## config.mk

```make
export PLATFORM = sky130hd
export DESIGN_NAME = hrm_host_link
export DESIGN_NICKNAME = d
export VERILOG_FILES = /design/src/rtl/hrm_host_link.sv
export SDC_FILE = /design/constraint.sdc
export NUM_CORES = 1
export LEC_CHECK = 0
export CORE_UTILIZATION = 40
export CTS_CLUSTER_SIZE = 30
export DETAILED_ROUTE_END_ITERATION = 16
export DONT_BUFFER_PORTS = 1
export SLEW_MARGIN = 0
export SYNTH_ARGS = -nofsm -noshare
export SYNTH_HDL_FRONTEND = slang
export SYNTH_SLANG_ARGS = --single-unit
```

## constraint.sdc

```tcl
create_clock -name clk -period 5.4 [get_ports clk]
set_input_delay 1.35 -clock clk [delete_from_list [all_inputs] [get_ports clk]]
set_output_delay 1.35 -clock clk [all_outputs]
set_load 0.02 [all_outputs]
```

## src/rtl/hrm_host_link.sv

```systemverilog
// hrm_host_link: byte-stream command bridge between a host serial link and
// the hrmcpu host-side ports.
//
// Commands (first byte), arguments and replies:
//   'I' arg          -> push arg into INBOX (waits while full) -> ACK
//   'O'              -> pop OUTBOX: ACK + data, or NAK when empty
//   'D' sel pos      -> set dump select/pos, settle, sample -> {valid} + data
//   'B' arg          -> cpu_debug <= arg[0] -> ACK
//   'S'              -> one cpu_nxtInstr pulse -> ACK
//   anything else    -> NAK
//
// Ports:
//   clk, i_rst (sync, active-low)
//   rx_data/rx_valid/rx_ready   host byte input stream
//   tx_data/tx_valid/tx_ready   reply byte output stream
//   cpu_in_*                    INBOX write side
//   cpu_out_*                   OUTBOX read side
//   cpu_dmp_*                   component dump select/pos and sampled value
//   cpu_debug, cpu_nxtInstr     debug mode and single-step pulse
//
// Optional build macro HOST_LINK_TIMEOUT_EN: when defined, a down-counter
// aborts a command stalled in ARG1/ARG2/PUSH for TIMEOUT_CYCLES with a NAK.
module hrm_host_link #(
    parameter logic [7:0]  ACK            = 8'h06,
    parameter logic [7:0]  NAK            = 8'h15,
    parameter logic [23:0] TIMEOUT_CYCLES = 24'd1200000
) (
    input  logic       clk,
    input  logic       i_rst,
    input  logic [7:0] rx_data,
    input  logic       rx_valid,
    output logic       rx_ready,
    output logic [7:0] tx_data,
    output logic       tx_valid,
    input  logic       tx_ready,
    output logic [7:0] cpu_in_data,
    output logic       cpu_in_wr,
    input  logic       cpu_in_full,
    input  logic [7:0] cpu_out_data,
    input  logic       cpu_out_empty,
    output logic       cpu_out_rd,
    output logic [2:0] cpu_dmp_chip_select,
    output logic [4:0] cpu_dmp_fifo_pos,
    input  logic [7:0] cpu_dmp_data,
    input  logic       cpu_dmp_valid,
    output logic       cpu_debug,
    output logic       cpu_nxtInstr
);

    typedef enum logic [3:0] {
        S_IDLE, S_ARG1, S_ARG2, S_PUSH, S_POP, S_DSET, S_DSAMP, S_STEP, S_SEND
    } state_t;

    localparam logic [7:0] C_IN   = 8'h49;
    localparam logic [7:0] C_DUMP = 8'h44;
    localparam logic [7:0] C_DBG  = 8'h42;
    localparam logic [7:0] C_POP  = 8'h4F;
    localparam logic [7:0] C_STEP = 8'h53;

    state_t     r_state;
    logic [7:0] r_cmd;
    logic [7:0] r_buf0;
    logic [7:0] r_buf1;
    logic       r_len2;   // reply is two bytes
    logic       r_idx;    // reply byte currently offered
    logic       w_wait_state;
    logic       w_tmo_hit;

    assign rx_ready = (r_state == S_IDLE) || (r_state == S_ARG1) || (r_state == S_ARG2);
    assign tx_valid = (r_state == S_SEND);
    assign tx_data  = r_idx ? r_buf1 : r_buf0;

    // States in which the bridge is waiting on something external.
    assign w_wait_state = (r_state == S_ARG1) || (r_state == S_ARG2) || (r_state == S_PUSH);

`ifdef HOST_LINK_TIMEOUT_EN
    logic [23:0] r_tmo;

    // Held at full count outside the wait states, so entering one starts a
    // fresh window; every accepted byte restarts it as well.
    always_ff @(posedge clk) begin
        if (!i_rst) begin
            r_tmo <= TIMEOUT_CYCLES;
        end else if (!w_wait_state || (rx_valid && rx_ready)) begin
            r_tmo <= TIMEOUT_CYCLES;
        end else if (r_tmo != 24'd0) begin
            r_tmo <= r_tmo - 24'd1;
        end
    end

    assign w_tmo_hit = w_wait_state && (r_tmo == 24'd0);
`else
    logic w_unused_tmo;
    assign w_unused_tmo = ^TIMEOUT_CYCLES;
    assign w_tmo_hit    = 1'b0;
`endif

    always_ff @(posedge clk) begin
        if (!i_rst) begin
            r_state             <= S_IDLE;
            r_cmd               <= 8'h00;
            r_buf0              <= 8'h00;
            r_buf1              <= 8'h00;
            r_len2              <= 1'b0;
            r_idx               <= 1'b0;
            cpu_in_data         <= 8'h00;
            cpu_in_wr           <= 1'b0;
            cpu_out_rd          <= 1'b0;
            cpu_dmp_chip_select <= 3'd0;
            cpu_dmp_fifo_pos    <= 5'd0;
            cpu_debug           <= 1'b1;
            cpu_nxtInstr        <= 1'b0;
        end else begin
            // Strobes are single-cycle: cleared unless set below.
            cpu_in_wr    <= 1'b0;
            cpu_out_rd   <= 1'b0;
            cpu_nxtInstr <= 1'b0;

            case (r_state)
                S_IDLE: begin
                    r_idx <= 1'b0;
                    if (rx_valid) begin
                        r_cmd <= rx_data;
                        case (rx_data)
                            C_IN, C_DUMP, C_DBG: r_state <= S_ARG1;
                            C_POP:               r_state <= S_POP;
                            C_STEP:              r_state <= S_STEP;
                            default: begin
                                r_buf0  <= NAK;
                                r_len2  <= 1'b0;
                                r_state <= S_SEND;
                            end
                        endcase
                    end
                end

                S_ARG1: begin
                    if (rx_valid) begin
                        case (r_cmd)
                            C_IN: begin
                                cpu_in_data <= rx_data;
                                r_state     <= S_PUSH;
                            end
                            C_DUMP: begin
                                cpu_dmp_chip_select <= rx_data[2:0];
                                r_state             <= S_ARG2;
                            end
                            C_DBG: begin
                                cpu_debug <= rx_data[0];
                                r_buf0    <= ACK;
                                r_len2    <= 1'b0;
                                r_state   <= S_SEND;
                            end
                            default: begin
                                r_buf0  <= NAK;
                                r_len2  <= 1'b0;
                                r_state <= S_SEND;
                            end
                        endcase
                    end else if (w_tmo_hit) begin
                        r_buf0  <= NAK;
                        r_len2  <= 1'b0;
                        r_state <= S_SEND;
                    end
                end

                S_ARG2: begin
                    if (rx_valid) begin
                        cpu_dmp_fifo_pos <= rx_data[4:0];
                        r_state          <= S_DSET;
                    end else if (w_tmo_hit) begin
                        r_buf0  <= NAK;
                        r_len2  <= 1'b0;
                        r_state <= S_SEND;
                    end
                end

                S_PUSH: begin
                    if (!cpu_in_full) begin
                        cpu_in_wr <= 1'b1;
                        r_buf0    <= ACK;
                        r_len2    <= 1'b0;
                        r_state   <= S_SEND;
                    end else if (w_tmo_hit) begin
                        r_buf0  <= NAK;
                        r_len2  <= 1'b0;
                        r_state <= S_SEND;
                    end
                end

                S_POP: begin
                    if (cpu_out_empty) begin
                        r_buf0 <= NAK;
                        r_len2 <= 1'b0;
                    end else begin
                        r_buf0     <= ACK;
                        r_buf1     <= cpu_out_data;
                        r_len2     <= 1'b1;
                        cpu_out_rd <= 1'b1;
                    end
                    r_state <= S_SEND;
                end

                // Give the dump mux one cycle with select/pos stable.
                S_DSET: r_state <= S_DSAMP;

                S_DSAMP: begin
                    r_buf0  <= {7'b0, cpu_dmp_valid};
                    r_buf1  <= cpu_dmp_data;
                    r_len2  <= 1'b1;
                    r_state <= S_SEND;
                end

                S_STEP: begin
                    cpu_nxtInstr <= 1'b1;
                    r_buf0       <= ACK;
                    r_len2       <= 1'b0;
                    r_state      <= S_SEND;
                end

                S_SEND: begin
                    if (tx_ready) begin
                        if (!r_idx && r_len2) begin
                            r_idx <= 1'b1;
                        end else begin
                            r_idx   <= 1'b0;
                            r_state <= S_IDLE;
                        end
                    end
                end

                default: r_state <= S_IDLE;
            endcase
        end
    end

endmodule

```

==> impl_metrics.toml <==
[sta]
setup_viol = 0
tightest_slew_ns = 0.9627
hold_viol_final = 0
max_slew_margin_pct = 35.47
max_freq_mhz = 339.3
slew_violations = 0
period_share_pct = 54.58
min_period_ns = 2.947
rsz0062_at_grt = "false"
skew_ns = 0.009443
fin_setup_tns_ns = 0

[critical_path]
reg2reg_depth = 5
crit_type = "flip-flop to primary output"
worstPathArrival_ns = 1.60
crit_path_end_kind = "primary output"
r2r_slack_ns = 3.04
crit_slowest_cell = "dfxtp_1"
critPathMaxStageDelay_ns = 0.62
crit_path_start_kind = "flip-flop"
crit_required_ns = 4.05
r2r-start = "r_state[0]"
cp_max_fo = 8
path_cells = "inv_1 > nor4_1 > buf_4"
r2r-end = "r_state[3]"

[power]
p_per_area_nw_per_um2 = 277.6
power.net_switching_w = 0.0001642
peakVddDrop_mv = 0.1121
internal-power_w = 0.0005054
power_frac_comb_pct = 7.0
power.share.sequential_pct = 52.6
pwr-share-clk_pct = 40.4
swShare_pct = 24.53
p_leak_nw = 0.8890

[floorplanning]
die_w_um = 77.25
core_um2 = 5473
die_height_um = 77.25
start_util_pct = 41.38
ios = 61
die_area_um2 = 5967
rows = 27

[global_route]
grt_start_max_net_pins = 38
antenna_found_initial = 0
grt_busiest_layer = "met2"
grtUsageMet3_pct = 3.690
gr-total-overflow = 0
use_met2_pct = 26.73
grt.total_usage_pct = 16.73
grt_pass1_wl_mm = 7.941
grt_use_met1_pct = 22.09
grt_pass1_vias = 1642

[finish]
drive_gt1_share_pct = 11.51
nFillCells = 547
final_util_pct = 44.08
fin_nets = 282
final_cell_mix = "dfxtp_1, nor2_1, mux2i_1"
final_common_cell = "dfxtp_1"
antenna_cells = 0
areaGrowthSynthToFinish_pct = 6.519
stdcell_area_um2 = 2412

[synthesis]
synth_edf_count = 0
yosys-top-cells-area = "dfxtp_1, mux2i_1, nor2_1"
yosys.area.top_type = "dfxtp_1"
synth_area_um2 = 2265
synthArstFlopShare_pct = 0
ys_seq_elements = 46
yosysWarnings = 0
synth_nets = 290
seq_area_frac_synth_pct = 40.66
synth.distinct_cells = 50
netlist.area_leader.share_pct = 40.66
ys.flop_type = "dfxtp_1"
synth.avg_cell_area_um2 = 8.744
syn_inst = 259

[placement]
placed_area_um2 = 2296
placement.io_buffers = 0
place_congestion = 0.7751
hpwl_mm = 3.412

[routing]
drt_wl_total_mm = 4.960
antenna_left = 0
viasPerCell = 5.460
drt_iter0_markers = 94
wl_per_cell_um = 15.31
vias = 1769
first_pass_iters = 4
drc = 0

[flow_run]
drv_cap = 0

[cts]
cts_resized = 0
post-cts-setup-buffers = 0
htreeDepth = 2
cts_tree = "done"
cts.path.max_buffers = 2
cts_hold_buf = 0
clock-sinks = 46
ctsRootBufferMaster = "clkbuf_8"
numCtsBuffers = 5
clock_latency_ns = 0.31
path_clk_slew_ns = 0.09

[min_path]
hold_class = "flip-flop to flip-flop"
worstHoldStart = "r_cmd[6]"
hold-path-endpoint = "r_cmd[6]"
hold-path-cell-count = 2

[run_status]
run_status = "complete, no violations"
==> state kept, by name, indices dropped and copies added (netlist names) <==
register,flops
cpu_dmp_fifo_pos,5
cpu_dmp_chip_select,3
r_cmd,8
r_len2,1
r_buf0,4
r_idx,1
cpu_nxtInstr,1
cpu_in_wr,1
r_buf1,8
r_state,4
cpu_in_data,8
cpu_out_rd,1
cpu_debug,1
==> cells in the mapped netlist, drive strengths merged (6+ instances only) <==
| cell type | n |
|---|---|
| a211oi | 9 |
| a21oi | 14 |
| inv | 7 |
| clkbuf | 11 |
| buf | 6 |
| o21ai | 8 |
| mux2i | 27 |
| nor2 | 34 |
| nand2 | 26 |
| and2 | 7 |
| nand3 | 13 |
| dfxtp | 46 |
==> cell type report <==
class                      count  area, µm²  area share (%)
multi-input combinational    189       1244           51.56
sequential                    46      920.9           38.17
tap                           72      90.09           3.734
clock buffer                   5      68.82           2.853
clock inverter                 3      47.55           1.971
inverter                       7      26.28           1.089
timing repair buffer           2      15.01          0.6224
==> worst max-delay path: cells and delay by family, from the launching register on <==
kind	cells	cell delay, ns
DFF	1	0.62
buffers and inverters	2	0.41
and+or+nand+nor	1	0.26
==> per-stage QoR <==
step / power (W) / hold slack, ns / std cells / setup WS (ns)
after floorplan: 0.0004039 / 0.4318 / 259 / 2.589
after global placement: 0.0004073 / 0.4467 / 316 / 2.574
after detailed placement: 0.0004076 / 0.4517 / 316 / 2.545
after CTS: 0.0006766 / 0.4657 / 324 / 2.477
after global routing: 0.0006957 / 0.4927 / 324 / 2.373
final: 0.0006696 / 0.4608 / 324 / 2.453
==> worst max path at each step <==
stage,from,depth (start not counted),to
after global routing,r_state[3],3,tx_valid
final,r_state[3],3,tx_valid
after global placement,rx_data[5],5,r_state[3]
after CTS,r_state[3],3,tx_valid
after floorplan,r_state[0],2,tx_valid
after detailed placement,rx_data[5],5,r_state[3]
==> power groups by stage <==
stage	combinational (W)	clock, W	sequential [W]
after floorplan	0.0000470	0	0.000357
after global placement	0.0000469	0	0.000360
after detailed placement	0.0000471	0	0.000361
after CTS	0.0000472	0.000277	0.000353
after global routing	0.0000517	0.000290	0.000354
final	0.0000467	0.000270	0.000353
==> layer usage <==
layer	vias up	wire (µm)
met5	-	0
met4	0	73
met3	8	248
met2	40	2209
met1	820	2428
li1	901	-
==> cells by family (layout without fill, tap and decap cells) <==
group	count (synthesis)	after routing	share of synthesized area, %
mux	31	31	13.92
compound gates	46	46	13.65
buf+inv	24	17	4.696
simple gates	111	111	26.69
flops	46	46	40.66
xor+xnor	1	1	0.3868
(Power assumes the default switching activity.)
